`config.mk`:
```
export PLATFORM = sky130hd
export DESIGN_NAME = regwrite_port_arbiter
export DESIGN_NICKNAME = d
export VERILOG_FILES = /design/src/rtl/regwrite_port_arbiter_pkg.sv /design/src/rtl/regwrite_port_arbiter_mux2.sv /design/src/rtl/regwrite_port_arbiter.sv
export SDC_FILE = /design/constraint.sdc
export NUM_CORES = 1
export LEC_CHECK = 0
export ABC_AREA = 1
export BUFFER_PORTS_ARGS = -buffer_cell sky130_fd_sc_hd__buf_2
export CORE_MARGIN = 1.5
export CORE_UTILIZATION = 51
export CTS_CLUSTER_DIAMETER = 100
export DETAILED_ROUTE_END_ITERATION = 8
export PLACE_DENSITY_LB_ADDON = 0.12
export SLEW_MARGIN = 15
export SYNTH_ARGS = -nofsm -noshare
export SYNTH_HDL_FRONTEND = slang
export SYNTH_HIERARCHICAL = 1
export SYNTH_SLANG_ARGS = --single-unit
```
`constraint.sdc`:
```
create_clock -name clk -period 3.9 [get_ports clk]
set_input_delay 0.585 -clock clk [delete_from_list [all_inputs] [get_ports clk]]
set_output_delay 0.585 -clock clk [all_outputs]
set_load 0.03 [all_outputs]
```
`src/rtl/regwrite_port_arbiter_pkg.sv`:
```
// Shared constants for the register-file write-port arbiter: FSM encoding,
// the hard-wired zero register and default port widths.
package regwrite_port_arbiter_pkg;

    localparam int DEFAULT_AW = 5;
    localparam int DEFAULT_DW = 32;

    localparam logic [1:0] ST_IDLE  = 2'd0;
    localparam logic [1:0] ST_OWN_A = 2'd1;
    localparam logic [1:0] ST_OWN_B = 2'd2;

    localparam logic [4:0] REG_ZERO = 5'd0;

    // Encoding of last_owner: 1 means A was the last requester accepted.
    localparam logic OWNER_A = 1'b1;
    localparam logic OWNER_B = 1'b0;

endpackage

```
`src/rtl/regwrite_port_arbiter_mux2.sv`:
```
// Plain 2:1 mux used for both the destination-address and write-data paths.
// s_i=1 selects a_i, s_i=0 selects b_i.
module regwrite_port_arbiter_mux2
    import regwrite_port_arbiter_pkg::*;
#(
    parameter int W = DEFAULT_AW
) (
    input  logic [W-1:0] a_i,
    input  logic [W-1:0] b_i,
    input  logic         s_i,
    output logic [W-1:0] y_o
);

    assign y_o = s_i ? a_i : b_i;

endmodule

```
`src/rtl/regwrite_port_arbiter.sv`:
```
// Round-robin arbiter sharing one register-file write port between A and B,
// with a bounded hold count so a continuously requesting owner cannot starve the other.
module regwrite_port_arbiter
    import regwrite_port_arbiter_pkg::*;
#(
    parameter int AW       = DEFAULT_AW,
    parameter int DW       = DEFAULT_DW,
    parameter int MAX_HOLD = 4
) (
    input  logic          clk,
    input  logic          rst,
    input  logic          req_a,
    input  logic [AW-1:0] addr_a,
    input  logic [DW-1:0] data_a,
    output logic          ack_a,
    input  logic          req_b,
    input  logic [AW-1:0] addr_b,
    input  logic [DW-1:0] data_b,
    output logic          ack_b,
    output logic          sel,
    output logic          wr_en,
    output logic [AW-1:0] wr_addr,
    output logic [DW-1:0] wr_data,
    output logic          busy
);

    localparam logic [3:0] HOLD_LIM = 4'(MAX_HOLD - 1);

    logic [1:0]    state_q, state_d;
    logic [3:0]    hold_cnt_q, hold_cnt_d;
    logic          last_owner_q;
    logic          sel_q;
    logic          wr_en_q;
    logic [AW-1:0] wr_addr_q;
    logic [DW-1:0] wr_data_q;

    logic          grant_a, grant_b;
    logic          accept;
    logic [AW-1:0] mux_addr;
    logic [DW-1:0] mux_data;

    always_comb begin
        state_d    = state_q;
        hold_cnt_d = hold_cnt_q;
        grant_a    = 1'b0;
        grant_b    = 1'b0;
        case (state_q)
            ST_IDLE: begin
                if (req_a && (!req_b || last_owner_q == OWNER_B)) begin
                    grant_a    = 1'b1;
                    state_d    = ST_OWN_A;
                    hold_cnt_d = 4'd0;
                end else if (req_b) begin
                    grant_b    = 1'b1;
                    state_d    = ST_OWN_B;
                    hold_cnt_d = 4'd0;
                end
            end
            ST_OWN_A: begin
                if (req_a && (!req_b || hold_cnt_q < HOLD_LIM)) begin
                    grant_a    = 1'b1;
                    hold_cnt_d = (hold_cnt_q >= HOLD_LIM) ? hold_cnt_q : hold_cnt_q + 4'd1;
                end else if (req_b) begin
                    grant_b    = 1'b1;
                    state_d    = ST_OWN_B;
                    hold_cnt_d = 4'd0;
                end else begin
                    state_d    = ST_IDLE;
                    hold_cnt_d = 4'd0;
                end
            end
            ST_OWN_B: begin
                if (req_b && (!req_a || hold_cnt_q < HOLD_LIM)) begin
                    grant_b    = 1'b1;
                    hold_cnt_d = (hold_cnt_q >= HOLD_LIM) ? hold_cnt_q : hold_cnt_q + 4'd1;
                end else if (req_a) begin
                    grant_a    = 1'b1;
                    state_d    = ST_OWN_A;
                    hold_cnt_d = 4'd0;
                end else begin
                    state_d    = ST_IDLE;
                    hold_cnt_d = 4'd0;
                end
            end
            default: begin
                state_d    = ST_IDLE;
                hold_cnt_d = 4'd0;
            end
        endcase
    end

    // Acks are suppressed during reset so nothing accepted in that cycle is lost silently.
    assign ack_a  = grant_a & ~rst;
    assign ack_b  = grant_b & ~rst;
    assign accept = ack_a | ack_b;

    // When idle the select parks on its last value so the muxes do not toggle.
    assign sel = ack_a ? 1'b1 : (ack_b ? 1'b0 : sel_q);

    regwrite_port_arbiter_mux2 #(.W(AW)) u_addr_mux (
        .a_i (addr_a),
        .b_i (addr_b),
        .s_i (sel),
        .y_o (mux_addr)
    );

    regwrite_port_arbiter_mux2 #(.W(DW)) u_data_mux (
        .a_i (data_a),
        .b_i (data_b),
        .s_i (sel),
        .y_o (mux_data)
    );

    always_ff @(posedge clk) begin
        if (rst) begin
            state_q      <= ST_IDLE;
            hold_cnt_q   <= 4'd0;
            last_owner_q <= OWNER_B;
            sel_q        <= 1'b0;
            wr_en_q      <= 1'b0;
            wr_addr_q    <= '0;
            wr_data_q    <= '0;
        end else begin
            state_q    <= state_d;
            hold_cnt_q <= hold_cnt_d;
            wr_en_q    <= 1'b0;
            if (accept) begin
                last_owner_q <= ack_a ? OWNER_A : OWNER_B;
                sel_q        <= sel;
                // Writes to the hard-wired zero register are acked but dropped.
                if (mux_addr != AW'(REG_ZERO)) begin
                    wr_en_q   <= 1'b1;
                    wr_addr_q <= mux_addr;
                    wr_data_q <= mux_data;
                end
            end
        end
    end

    assign wr_en   = wr_en_q;
    assign wr_addr = wr_addr_q;
    assign wr_data = wr_data_q;
    assign busy    = (state_q != ST_IDLE);

endmodule

```
==> results of run 1 <==
==> metal layers <==
layer | global-route usage | routed length [µm]
met5 | 0 | 0
met1 | 0.271 | 2750
met2 | 0.405 | 2830
met4 | 0.0646 | 73
met3 | 0.0495 | 412
==> logic make-up (layout without fill, tap and decap cells) <==
| kind of cell | Yosys count | in the layout | synth area share |
|---|---|---|---|
| buf+inv | 38 | 146 | 0.105 |
| flops | 46 | 46 | 0.351 |
| xor+xnor | 1 | 1 | 0.00334 |
| fa+ha+maj | 5 | 5 | 0.0239 |
| simple gates | 296 | 296 | 0.496 |
| compound gates | 9 | 9 | 0.0200 |
==> placed cells by master (no fill, tap or decap) <==
cell type / netlist / final
sky130_fd_sc_hd__inv_8: 1 / 1
sky130_fd_sc_hd__clkbuf_8: 3 / 5
sky130_fd_sc_hd__inv_4: 1 / 1
sky130_fd_sc_hd__nand3_2: 1 / 1
sky130_fd_sc_hd__nand2_2: 14 / 14
sky130_fd_sc_hd__a31oi_1: 1 / 1
sky130_fd_sc_hd__nand3_1: 11 / 11
sky130_fd_sc_hd__inv_1: 12 / 12
sky130_fd_sc_hd__nand4_1: 1 / 1
sky130_fd_sc_hd__nor3_1: 3 / 3
sky130_fd_sc_hd__inv_2: 3 / 3
sky130_fd_sc_hd__nor2_1: 75 / 75
sky130_fd_sc_hd__nor2_2: 2 / 2
sky130_fd_sc_hd__xor2_1: 1 / 1
sky130_fd_sc_hd__ha_1: 5 / 5
sky130_fd_sc_hd__nand3b_1: 33 / 33
sky130_fd_sc_hd__dfxtp_1: 46 / 46
sky130_fd_sc_hd__clkbuf_1: 3 / 2
sky130_fd_sc_hd__a21boi_2: 1 / 1
sky130_fd_sc_hd__nand2_1: 156 / 156
sky130_fd_sc_hd__buf_2: 4 / 119
sky130_fd_sc_hd__a21oi_1: 6 / 6
sky130_fd_sc_hd__buf_4: 1 / 3
sky130_fd_sc_hd__o21ai_0: 1 / 1
==> registers in the layout, summed over array words and instances, names as in the netlist <==
register,count
wr_addr,5
wr_en,1
last_owner_q,1
wr_data,32
hold_cnt_q,4
sel_q,1
state_q,2
==> per-stage QoR <==
step	cells	worst slack [ps]	hold slack, ps	util
2_1_floorplan	395	1040	420	-
4_1_cts	570	1030	441	0.660
6_report	570	1050	438	0.660
3_5_place_dp	563	985	429	0.644
3_3_place_gp	563	1090	427	0.644
5_1_grt	570	737	481	0.660
==> power by group <==
part | internal [mW] | switching (mW)
Combinational | 0.467 | 1.02
Clock | 0.123 | 0.143
Sequential | 0.660 | 0.0905
==> Yosys cell counts, types with 2 or more instances <==
cell type                  instances
sky130_fd_sc_hd__nor3_1            3
sky130_fd_sc_hd__nor2_2            2
sky130_fd_sc_hd__inv_1            12
sky130_fd_sc_hd__nand2_2          14
sky130_fd_sc_hd__nand3b_1         33
sky130_fd_sc_hd__clkbuf_1          3
sky130_fd_sc_hd__inv_2             3
sky130_fd_sc_hd__nor2_1           75
sky130_fd_sc_hd__dfxtp_1          46
sky130_fd_sc_hd__buf_6             9
sky130_fd_sc_hd__nand2_1         156
sky130_fd_sc_hd__a21oi_1           6
sky130_fd_sc_hd__buf_2             4
sky130_fd_sc_hd__ha_1              5
sky130_fd_sc_hd__clkbuf_8          3
sky130_fd_sc_hd__nand3_1          11
==> cell type report <==
type / count / area [µm²]
Inverter: 17 / 73.8
Sequential cell: 46 / 921
Timing Repair Buffer: 122 / 618
Multi-Input combinational cell: 311 / 1430
Fill cell: 472 / 1650
Clock buffer: 7 / 76.3
Tap cell: 67 / 83.8
==> worst reg2reg max path: cells and delay by family (launching register included) <==
family                     cells  cell delay [ps]
and+or+nand+nor               15             1490
adders and majority gates      1              190
DFF                            1              330
buffers and inverters          3              720
==> worst max-delay path by stage <==
stage / start / to / cells after the start
after floorplan: req_a / wr_data[10] / 17
after global placement: rst / wr_addr[1] / 16
after detailed placement: rst / wr_data[0] / 16
after CTS: hold_cnt_q[0] / sel / 12
after global routing: hold_cnt_q[0] / wr_data[15] / 18
final: hold_cnt_q[0] / sel / 12
==> results.json, run 1 <==
{
  "setup_viol_count_final": 0,
  "worst_slew_pin_slew_ps": 704,
  "tritoncts": "yes",
  "worst-endpoint-required_ps": 3310,
  "floorplan.die_area_um2": 5580,
  "highest_delay_cell_along_the_critical_path": "sky130_fd_sc_hd__dfxtp_1",
  "synthDistinctLibCells": 26,
  "placement_rows": 25,
  "floorplan.io_pins": 120,
  "clk_root_buffer_cell": "sky130_fd_sc_hd__clkbuf_8",
  "setup_repair_after_global_routing_missed_its_margin": "false",
  "drtIter0Drc": 128,
  "period_needed_ps": 2850,
  "p_per_area_nw_per_um2": 783,
  "max_slew_margin": 0.529,
  "timing.max_cap.violations": 0,
  "hold_class": "reg2reg",
  "max_stage_delay_ps": 330,
  "first_global_vias": 2333,
  "clock_sinks": 46,
  "dp_hpwl_um": 4380,
  "ys_async_sr_fraction": 0,
  "cts_made_buffers": 5,
  "cts_resized": 0,
  "groute.usage.overall": 0.225,
  "r2r-start": "hold_cnt_q[0]",
  "timing_worst_setup_path_type": "reg2out",
  "power.leakage_nw": 1.80,
  "cts_post_setup_buffers_inserted": 0,
  "mappedNetlistArea_um2": 2620,
  "synth_enable_flop_cells": 0,
  "layout.nets": 586,
  "avgSynthCellArea_um2": 6.64,
  "critical_path.cell_chain": "ha_1, inv_1, nand2_1, nand2_1, nand2_1, nand2_1, nand3_1, nand2_1, nand2_1, nand2_1, buf_4, buf_2",
  "cts.reportedPaths.clkPinSlew_ps": 70,
  "firstDrtPassIters": 4,
  "initial_antenna_violation_count": 0,
  "grt_first_pass_wirelength_um": 9860,
  "gp_congestion": 0.867,
  "min_period_over_period": 0.730,
  "route.detailed.vias_per_inst": 4.66,
  "port-buffer-count": 119,
  "yosys-top-cells-area": "sky130_fd_sc_hd__dfxtp_1 (35%), sky130_fd_sc_hd__nand2_1 (22%), sky130_fd_sc_hd__nor2_1 (11%)",
  "worst_skew_pair.late_latency_ps": 290,
  "antenna_cells_inserted": 0,
  "maxSlewViolCount": 0,
  "finClkSkew_ps": 6.69,
  "hold_viol": 0,
  "min_delay_worst_endpoint": "hold_cnt_q[3]",
  "timing.critical_path.from_type": "flip-flop",
  "grt_max_degree": 39,
  "critPathArrivalTime_ps": 2260,
  "die_x_um": 74.7,
  "hp-start": "hold_cnt_q[3]",
  "post-synth-top-area-fraction": 0.351,
  "cp_max_fo": 19,
  "syn-num-nets": 478,
  "critical_path.n_buffers_inverters": 3,
  "worst_hold_path.num_cells": 2,
  "post-route-cell-area_um2": 3200,
  "globalRouteOverflowTotal": 0,
  "regToRegSetupSlack_ps": 1080,
  "post_synth_inst_count": 395,
  "floorplan.initialDensity": 0.541,
  "avgRoutedWirePerCell_um": 10.6,
  "outcome": "completed",
  "ys_seq_elements": 46,
  "cell_taking_the_most_area_after_synthesis": "sky130_fd_sc_hd__dfxtp_1",
  "synth-main-ff-cell": "sky130_fd_sc_hd__dfxtp_1",
  "num_vias": 2656,
  "drt.antenna.violating_nets": 0,
  "yosysSeqAreaShare": 0.351,
  "detailed_place.area_um2": 3120,
  "design_power_total_mw": 2.50,
  "fmax_ghz": 0.351,
  "core-area_um2": 4850,
  "crit_path_frequent_cell": "sky130_fd_sc_hd__nand2_1",
  "areaGrowthSynthToFinish_pct": 22.0,
  "rr_worst_depth": 19,
  "post_cts_hold_buffer_count": 0,
  "cp-end-kind": "primary output",
  "critical_path.reg2reg.endpoint": "wr_data[0]",
  "power.ir.vdd_worst_mv": 0.569,
  "wirelength_um": 6070,
  "synthesis.yosys.warnings": 6,
  "cp_top_family": "simple AND/OR/NAND/NOR gates",
  "die-height_um": 74.7,
  "drc": 0,
  "drive_above_1_share": 0.298,
  "cts_htree_levels": 2,
  "setup_total_negative_slack_ps": 0,
  "cts-root-to-sink-buffers": 2
}
Note: power is estimated with default switching activity, not from simulation.
==> run 2, diff against run 1 <==
CORE_UTILIZATION = 43   (was 51)
clock period = 2.3 ns   (was 3.9 ns; I/O delays follow)
==> run 2 against run 1 <==
Against the previous run: cell area is 13% higher; setup slack got worse by 1000 ps; sequential power rose by 77%; power grew 96%; critical endpoint is now wr_data[1]; non-clock buffer count up 20; die area grew 18%; clock power is 120% higher; largest power group unchanged; clock skew fell by 1.5 ps; highest routed layer unchanged; cell count grew 5.1%.
==> results.json, run 2 (synthesis gave the netlist of run 1 again) <==
{
  "outcome": "completed",
  "tritoncts": "yes",
  "avgRoutedWirePerCell_um": 11.1,
  "design_power_total_mw": 4.90,
  "grt_first_pass_wirelength_um": 9920,
  "cts.reportedPaths.clkPinSlew_ps": 80,
  "dp_hpwl_um": 4650,
  "power.leakage_nw": 1.96,
  "finClkSkew_ps": 5.17,
  "crit_path_frequent_cell": "sky130_fd_sc_hd__nand2_2",
  "drt.antenna.violating_nets": 0,
  "antenna_cells_inserted": 0,
  "hold_class": "in2reg",
  "floorplan.io_pins": 120,
  "cts-root-to-sink-buffers": 2,
  "groute.usage.overall": 0.194,
  "port-buffer-count": 119,
  "die-height_um": 81.1,
  "grt_max_degree": 33,
  "drtIter0Drc": 116,
  "power.ir.vdd_worst_mv": 0.623,
  "cts_made_buffers": 5,
  "cts_htree_levels": 2,
  "utilization": 0.616,
  "initial_antenna_violation_count": 0,
  "hold_viol": 0,
  "wirelength_um": 6650,
  "highest_delay_cell_along_the_critical_path": "sky130_fd_sc_hd__dfxtp_4",
  "die_x_um": 81.1,
  "clk_root_buffer_cell": "sky130_fd_sc_hd__clkbuf_8",
  "timing.max_cap.violations": 0,
  "num_vias": 2783,
  "globalRouteOverflowTotal": 0,
  "placement_rows": 28,
  "first_global_vias": 2296,
  "clock_sinks": 46,
  "setup_viol_count_final": 0,
  "cp_max_fo": 11,
  "gp_congestion": 0.888,
  "layout.cells.most_common": "sky130_fd_sc_hd__nand2_1",
  "setup_repair_after_global_routing_missed_its_margin": "true",
  "final_cell_mix": "sky130_fd_sc_hd__nand2_1 (148), sky130_fd_sc_hd__buf_2 (119), sky130_fd_sc_hd__nor2_1 (53), sky130_fd_sc_hd__dfxtp_1 (42), sky130_fd_sc_hd__nand3b_1 (33)",
  "floorplan.initialDensity": 0.445,
  "post_cts_hold_buffer_count": 0,
  "critical_path.cell_chain": "inv_4, ha_1, nand2_1, a21boi_2, nand2_2, nand2_4, inv_6, nand2_8, inv_6, nand2_2, nand2_2, nor3_2, nand3_2, nand2_2, inv_4, clkbuf_16, nor2_1, nor2_1",
  "worst_skew_pair.late_latency_ps": 290,
  "period_needed_ps": 2270,
  "drc": 0,
  "min_period_over_period": 0.986,
  "number_of_flip_flops_in_the_largest_register": 32,
  "route.detailed.vias_per_inst": 4.65,
  "core-area_um2": 5890,
  "n_fill_cell": 556,
  "timing.critical_path.from_type": "flip-flop",
  "timing_worst_setup_path_type": "reg2reg",
  "max_slew_margin": 0.697,
  "max_stage_delay_ps": 370,
  "fmax_ghz": 0.441,
  "p_per_area_nw_per_um2": 1350,
  "firstDrtPassIters": 4,
  "worst-endpoint-required_ps": 2500,
  "multi_input_comb_area_um2": 1590,
  "layout.nets": 606,
  "cp-end-kind": "flip-flop",
  "areaGrowthSynthToFinish_pct": 38.3,
  "ff_latch_area_um2": 931,
  "maxSlewViolCount": 0,
  "final.hold.worst_slack_ps": 399,
  "floorplan.die_area_um2": 6570,
  "drive_above_1_share": 0.412,
  "critPathArrivalTime_ps": 2470,
  "worst_slew_pin_slew_ps": 450,
  "setup_total_negative_slack_ps": 0
}
run 2: cell count changes in the layout (fill, tap and decap cells not counted), sizes merged:
| cell | delta |
|---|---|
| buf | +19 |
| bufinv | +1 |
| clkbuf | +1 |
run 2: report_power, final:
group	total (mW)	internal, mW	leakage, nW	switching [mW]
clock network	0.585	0.325	0.0524	0.260
registers	1.33	1.13	0.381	0.202
logic	2.98	1.10	1.53	1.88
total	4.90	2.56	1.96	2.34
run 2: cell type report:
| cell class | count | area share |
|---|---|---|
| well taps | 75 | 0.0259 |
| inverters | 17 | 0.0245 |
| clock inverters | 1 | 0.00828 |
| repair buffers | 142 | 0.226 |
| flip-flops and latches | 46 | 0.257 |
| multi-input cells | 311 | 0.438 |
| clock buffers | 7 | 0.0211 |
run 2: per-layer routing:
layer	GRT usage	wire length (µm)	up-vias
li1	-	-	1473
met1	0.242	3100	1214
met2	0.335	3030	89
met3	0.0404	419	7
met4	0.0586	93	0
met5	0	0	-
run 2: what timing repair did:
action / 4_1_cts / 5_1_grt
gates cloned: 0 / 1
buffers inserted: 0 / 7
endpoints found under the setup margin: 10 / 38
endpoints found under the hold margin: 0 / 0
pin swaps: 1 / 11
resized for setup: 1 / 52
run 2: worst paths after layout:
check / slack, ps / to / startpoint / depth (start not counted)
setup / recovery: 30 / wr_data[1] / state_q[0] / 18
hold / removal: 400 / wr_addr[4] / rst / 3
setup reg to reg: 30 / wr_data[1] / state_q[0] / 18
hold reg to reg: 440 / hold_cnt_q[3] / hold_cnt_q[3] / 2
run 2: per-stage QoR:
| step | cell area (µm²) | worst slack [ps] | cells |
|---|---|---|---|
| after global placement | 3290 | 32.8 | 583 |
| after detailed placement | 3290 | 1.86 | 583 |
| final | 3620 | 31.8 | 599 |
| after global routing | 3620 | -100 | 599 |
| after CTS | 3400 | 6.81 | 591 |
| after floorplan | 2670 | 5.62 | 395 |
run 2: critical path: cells and delay by family, from the launching register on:
| kind | cells | cell delay [ps] |
|---|---|---|
| buf+inv | 5 | 380 |
| fa+ha+maj | 1 | 190 |
| compound gates | 1 | 170 |
| flops | 1 | 370 |
| simple gates | 11 | 1060 |
